File: config.mk
export PLATFORM = sky130hd
export DESIGN_NAME = mac_array_ctrl
export DESIGN_NICKNAME = d
export VERILOG_FILES = /design/src/rtl/mac_array_ctrl.sv
export SDC_FILE = /design/constraint.sdc
export NUM_CORES = 1
export LEC_CHECK = 0
export CELL_PAD_IN_SITES_DETAIL_PLACEMENT = 0
export CELL_PAD_IN_SITES_GLOBAL_PLACEMENT = 1
export CORE_MARGIN = 5
export CORE_UTILIZATION = 45
export DETAILED_ROUTE_END_ITERATION = 6
export GPL_ROUTABILITY_DRIVEN = 1
export PLACE_DENSITY_LB_ADDON = 0.3
export SLEW_MARGIN = 20
export SYNTH_ARGS = -nofsm -noshare
export SYNTH_HDL_FRONTEND = slang
export SYNTH_SLANG_ARGS = --single-unit
File: constraint.sdc
create_clock -name clk -period 15.4 [get_ports clk]
set_input_delay 3.08 -clock clk [delete_from_list [all_inputs] [get_ports clk]]
set_output_delay 3.08 -clock clk [all_outputs]
set_load 0.01 [all_outputs]
File: src/rtl/mac_array_ctrl.sv
// mac_array_ctrl: multi-lane integer multiply-accumulate engine.
// Accepts LANES operand pairs per beat over a programmable vector length and
// presents per-lane results through a valid/ready handshake.
// Ports:
//   clk, rst_n                 clock, async active-low reset
//   cfg_we/cfg_signed/cfg_sat/cfg_len   config write (honoured only in IDLE)
//   in_valid/in_ready/in_a/in_b         operand beat handshake, lane-packed
//   out_valid/out_ready/out_acc/out_ovf result handshake, lane-packed
//   busy                       engine is mid-vector or holding a result
//   error                      sticky flag: config written while not IDLE
module mac_array_ctrl #(
  parameter int unsigned LANES = 4,
  parameter int unsigned IN_W  = 8,
  parameter int unsigned ACC_W = 24,
  parameter int unsigned LEN_W = 8
) (
  input  logic                   clk,
  input  logic                   rst_n,
  input  logic                   cfg_we,
  input  logic                   cfg_signed,
  input  logic                   cfg_sat,
  input  logic [LEN_W-1:0]       cfg_len,
  input  logic                   in_valid,
  output logic                   in_ready,
  input  logic [LANES*IN_W-1:0]  in_a,
  input  logic [LANES*IN_W-1:0]  in_b,
  output logic                   out_valid,
  input  logic                   out_ready,
  output logic [LANES*ACC_W-1:0] out_acc,
  output logic [LANES-1:0]       out_ovf,
  output logic                   busy,
  output logic                   error
);

  localparam int unsigned PW = 2 * IN_W;
  localparam int unsigned XW = ACC_W + 1;

  localparam logic [1:0] IDLE = 2'd0;
  localparam logic [1:0] ACC  = 2'd1;
  localparam logic [1:0] HOLD = 2'd2;

  localparam logic [ACC_W-1:0] SMAX = {1'b0, {(ACC_W-1){1'b1}}};
  localparam logic [ACC_W-1:0] SMIN = {1'b1, {(ACC_W-1){1'b0}}};
  localparam logic [ACC_W-1:0] UMAX = {ACC_W{1'b1}};

  logic [1:0]             state_q, state_d;
  logic                   cfg_signed_q, cfg_sat_q;
  logic [LEN_W-1:0]       cfg_len_q, cnt_q;
  logic [LANES*ACC_W-1:0] acc_q, acc_d;
  logic [LANES-1:0]       ovf_q, ovf_d;

  logic                   cfg_apply, eff_signed, eff_sat;
  logic [LEN_W-1:0]       eff_len;
  logic                   beat, last_beat, hs, first_beat;

  // A config write in IDLE takes effect for a beat arriving in the same cycle.
  assign cfg_apply  = cfg_we && (state_q == IDLE);
  assign eff_signed = cfg_apply ? cfg_signed : cfg_signed_q;
  assign eff_sat    = cfg_apply ? cfg_sat    : cfg_sat_q;
  assign eff_len    = cfg_apply ? cfg_len    : cfg_len_q;

  assign beat       = in_valid && in_ready;
  assign last_beat  = beat && (cnt_q == eff_len);
  assign hs         = out_valid && out_ready;
  assign first_beat = (state_q == IDLE);

  // Next-state logic
  always_comb begin
    state_d = state_q;
    case (state_q)
      IDLE:    if (beat) state_d = last_beat ? HOLD : ACC;
      ACC:     if (last_beat) state_d = HOLD;
      HOLD:    if (hs) state_d = IDLE;
      default: state_d = IDLE;
    endcase
  end

  // Per-lane multiply, extend to ACC_W+1, accumulate, range-check and clamp/wrap
  always_comb begin
    logic [IN_W-1:0]  a_op, b_op;
    logic [PW-1:0]    a_x, b_x, prod;
    logic [ACC_W-1:0] acc_l, res;
    logic [XW-1:0]    p_ext, a_ext, sum;
    logic             lane_ovf;
    acc_d    = acc_q;
    ovf_d    = ovf_q;
    a_op     = '0;
    b_op     = '0;
    a_x      = '0;
    b_x      = '0;
    prod     = '0;
    acc_l    = '0;
    res      = '0;
    p_ext    = '0;
    a_ext    = '0;
    sum      = '0;
    lane_ovf = 1'b0;
    for (int i = 0; i < LANES; i++) begin
      a_op  = in_a[i*IN_W +: IN_W];
      b_op  = in_b[i*IN_W +: IN_W];
      // Low PW bits of the product of extended operands equal the exact product.
      a_x   = {{IN_W{eff_signed & a_op[IN_W-1]}}, a_op};
      b_x   = {{IN_W{eff_signed & b_op[IN_W-1]}}, b_op};
      prod  = a_x * b_x;
      acc_l = acc_q[i*ACC_W +: ACC_W];
      p_ext = {{(XW-PW){eff_signed & prod[PW-1]}}, prod};
      a_ext = {eff_signed & acc_l[ACC_W-1], acc_l};
      sum   = first_beat ? p_ext : (a_ext + p_ext);
      lane_ovf = eff_signed ? (sum[XW-1] ^ sum[XW-2]) : sum[XW-1];
      if (lane_ovf && eff_sat) begin
        if (eff_signed) res = sum[XW-1] ? SMIN : SMAX;
        else            res = UMAX;
      end else begin
        res = sum[ACC_W-1:0];
      end
      if (beat) begin
        acc_d[i*ACC_W +: ACC_W] = res;
        ovf_d[i] = (first_beat ? 1'b0 : ovf_q[i]) | lane_ovf;
      end
    end
  end

  // State, config, counter and datapath registers
  always_ff @(posedge clk or negedge rst_n) begin
    if (!rst_n) begin
      state_q      <= IDLE;
      cfg_signed_q <= 1'b1;
      cfg_sat_q    <= 1'b0;
      cfg_len_q    <= '0;
      cnt_q        <= '0;
      acc_q        <= '0;
      ovf_q        <= '0;
      error        <= 1'b0;
      in_ready     <= 1'b1;
      out_valid    <= 1'b0;
      busy         <= 1'b0;
      out_acc      <= '0;
      out_ovf      <= '0;
    end else begin
      state_q   <= state_d;
      acc_q     <= acc_d;
      ovf_q     <= ovf_d;
      in_ready  <= (state_d != HOLD);
      out_valid <= (state_d == HOLD);
      busy      <= (state_d != IDLE);
      if (cfg_apply) begin
        cfg_signed_q <= cfg_signed;
        cfg_sat_q    <= cfg_sat;
        cfg_len_q    <= cfg_len;
      end
      if (cfg_we) error <= (state_q != IDLE);
      if (hs || last_beat) cnt_q <= '0;
      else if (beat)       cnt_q <= cnt_q + LEN_W'(1);
      if (last_beat) begin
        out_acc <= acc_d;
        out_ovf <= ovf_d;
      end else if (hs) begin
        out_ovf <= '0;
      end
    end
  end

endmodule

==> results.toml, run 1 <==
[clock_network]
postCtsSetupBuffers = 0
clockBufferDepth = 3
numCtsBuffers = 27
clk_pin_slew_ns = 0.06
cts_num_sinks = 224
cts_hold_buf = 0
post_cts_resized = 0
cts_tree = "done"
htreeDepth = 1
cts_root_buf = "clkbuf_16"
clkLatencyLatePin_ns = 0.56

[min_path]
min_from = "out_acc[65]$_DFFE_PN0P_"
holdPathEnd = "out_acc[65]$_DFFE_PN0P_"
hp-class = "reg -> reg"
hold_path_depth = 2

[logic_synthesis]
yosysUniqueCellTypes = 88
synth-async-reset-ratio = 1.000
ys.flop_type = "dfrtp_1"
synth_fp_nets = 3546
ys_seq_elements = 224
avgSynthCellArea_um2 = 8.581
syn_inst = 3014
synth_top_family_by_area = "adder cells"
synth-simple-area-share = 0.1767
synth_fa_ha_area_frac = 0.2935
synth_compound_area_frac = 0.1623
seq_area_frac_synth = 0.2168
synth_mux_area_frac = 0.02337
synth_xor_area_frac = 0.05041
yosys_warnings = 0
synth_edf_count = 0
synth_area_um2 = 25860

[worst_setup_path]
crit-reg2reg-launch = "state_q[1]$_DFF_PN0_"
cp_top_family = "adder cells"
worstSetupStartpoint = "cfg_we"
cp_max_fo = 23
reg2regPathDepth = 33
end_kind = "flop"
startpoint_type = "input port"
critPathBufInv = 5
critical_path_class = "in -> reg"
r2r_slack_ns = 4.40
crit_slowest_cell = "o31ai_1"
path_common_cell = "fa_1"
crit_arrival_ns = 13.95
critPathRequiredTime_ns = 15.85
worstReg2RegEnd = "out_acc[20]$_DFFE_PN0P_"
slowest_delay_ns = 0.82

[global_routing]
antenna_found_initial = 0
grt_start_max_net_pins = 92
grt.overflow.total = 0
grt_pass1_vias = 21626
grt_pass1_wl_um = 112600
grtUsageTotal = 0.2135

[detailed_routing]
wirelength_um = 67450
routed-via-count = 21272
drt-vias-per-instance = 5.475
ant_nets = 0
drcViolationCount = 0
post_drt_wl_per_cell_um = 17.36
firstDrtPassIters = 6
drtIter0Drc = 1091

[final_layout]
area_growth_pct = 12.97
nets = 3640
drive_gt1_frac = 0.04666
antenna_cells = 0
fill_cells = 5309
fin_area_um2 = 29220

[timing]
finalMaxSlewViolations = 0
rsz0062_at_grt = "no"
fin_skew_ns = 0.01161
setup-tns-final_ns = 0
finalCriticalPeriod_ns = 13.51
finalHoldViolCount = 0
min_period_over_period = 0.8770
slew_headroom = 0.3221
setup_violations = 0
max_freq_mhz = 74.04
tightest_slew_ns = 1.011

[die]
ios = 183
die_height_um = 249.7
die_x_um = 249.7
start_util = 0.4560
num_rows = 87
core-area_um2 = 56710
die_area_um2 = 62370

[placement]
io_buffer_count = 182
place_area_um2 = 28270
routabilityCongestion = 0.8729
post-dp-hpwl_um = 51720

[job]
cap_violations = 0

[status]
outcome = "finished, final reports clean"
worst max-delay path by stage:
stage	slack, ns	end	cells after the start
floorplan	3.81	out_acc[15]$_DFFE_PN0P_	37
global placement	1.60	acc_q[40]$_DFF_PN0_	31
detailed placement	1.37	out_acc[20]$_DFFE_PN0P_	34
CTS	1.93	out_acc[20]$_DFFE_PN0P_	34
global route	1.10	out_acc[20]$_DFFE_PN0P_	34
finish	1.89	out_acc[20]$_DFFE_PN0P_	34
per-stage QoR:
stage,std cells,setup WS [ns],util,hold WS (ns)
2_1_floorplan,3014,3.805,-,0.4453
3_3_place_gp,3834,1.596,0.4982,0.4563
3_5_place_dp,3835,1.375,0.4984,0.4634
4_1_cts,3885,1.927,0.5151,0.4773
5_1_grt,3885,1.103,0.5152,0.4958
6_report,3885,1.894,0.5152,0.4682
layer usage:
layer  wire length, um  up-vias  track usage
met2             32470      527       0.3612
met5                 0        -            0
li1                  -    10157            -
met3              3294       92      0.02842
met1             30210    10496       0.2964
met4              1481        0      0.04312
flip-flops by register name, summed over array words and instances (netlist names):
signal,count
cfg_signed_q,1
cfg_sat_q,1
state_q,2
error,1
out_valid,1
busy,1
cfg_len_q,8
cnt_q,8
out_acc,96
in_ready,1
acc_q,96
out_ovf,4
ovf_q,4
synth_stat cells (12+ instances only):
library cell,number,area share
inv_1,384,0.056
nand2_1,352,0.051
fa_1,256,0.20
nor2_1,224,0.033
dfrtp_1,222,0.21
ha_1,197,0.095
a21oi_1,174,0.034
and2_1,169,0.041
o21ai_0,133,0.026
clkbuf_1,117,0.017
xnor2_1,106,0.036
o21a_1,74,0.021
nand3_1,58,0.011
a21o_1,42,0.012
xor2_1,41,0.014
o211ai_1,35,0.010
nor3_1,32,0.0062
mux2_2,31,0.013
nand2b_1,29,0.0070
and3_1,28,0.0068
o21bai_1,21,0.0061
a31oi_1,18,0.0044
mux2i_1,18,0.0070
a211oi_1,13,0.0038
o22ai_1,13,0.0031
or2_2,12,0.0029
kinds of logic after synthesis:
logic type | after synthesis
AND/OR/NAND/NOR | 969
XOR/XNOR | 148
multiplexers | 53
AO/OA/AOI/OAI | 645
buffers and inverters | 522
adder cells (fa/ha/maj) | 453
flip-flops | 224
cells in the final DEF, fill, tap and decap left out, types with 27 or more instances in the layout:
cell type / count
ha_1: 197
nand2_1: 352
xnor2_1: 106
and3_1: 27
mux2_2: 31
fa_1: 256
nand2b_1: 29
o211ai_1: 35
and2_1: 168
nand3_1: 57
o21ai_0: 133
dfrtp_1: 222
a21oi_1: 174
a21o_1: 42
o21a_1: 74
inv_1: 384
clkdlybuf4s50_1: 181
nor2_1: 222
xor2_1: 41
nor3_1: 31
clkbuf_16: 27
area by class of cell:
cell class              instances  area (um2)  share of cell area
clock buffers                  36       779.5             0.02668
clock inverters                14       168.9            0.005781
inverters                     385        1445             0.04946
multi-input cells            2268       18290              0.6259
flip-flops and latches        224        5608              0.1919
well taps                     756       945.9             0.03237
repair buffers                202        1984             0.06791
tightest hold or removal path, cell delays in order, from the launching register on:
cell and delay (ns):
dfrtp_1 0.34, nand2_1 0.05, nand2_1 0.05
Power of run 1 is not shown: default switching activity piles up to over one toggle a cycle in this logic, so the estimate is an artifact.
==> inputs of run 2 (changes only) <==
--- a/config.mk
+++ b/config.mk
@@ -5,6 +5,7 @@
 export SDC_FILE = /design/constraint.sdc
 export NUM_CORES = 1
 export LEC_CHECK = 0
+export CAP_MARGIN = 20
 export CELL_PAD_IN_SITES_DETAIL_PLACEMENT = 0
 export CELL_PAD_IN_SITES_GLOBAL_PLACEMENT = 1
 export CORE_MARGIN = 5
==> results of run 2 <==
No change in the layout: final DEF, timing and power equal those of run 1.
Power of run 2 is left out for the same reason.
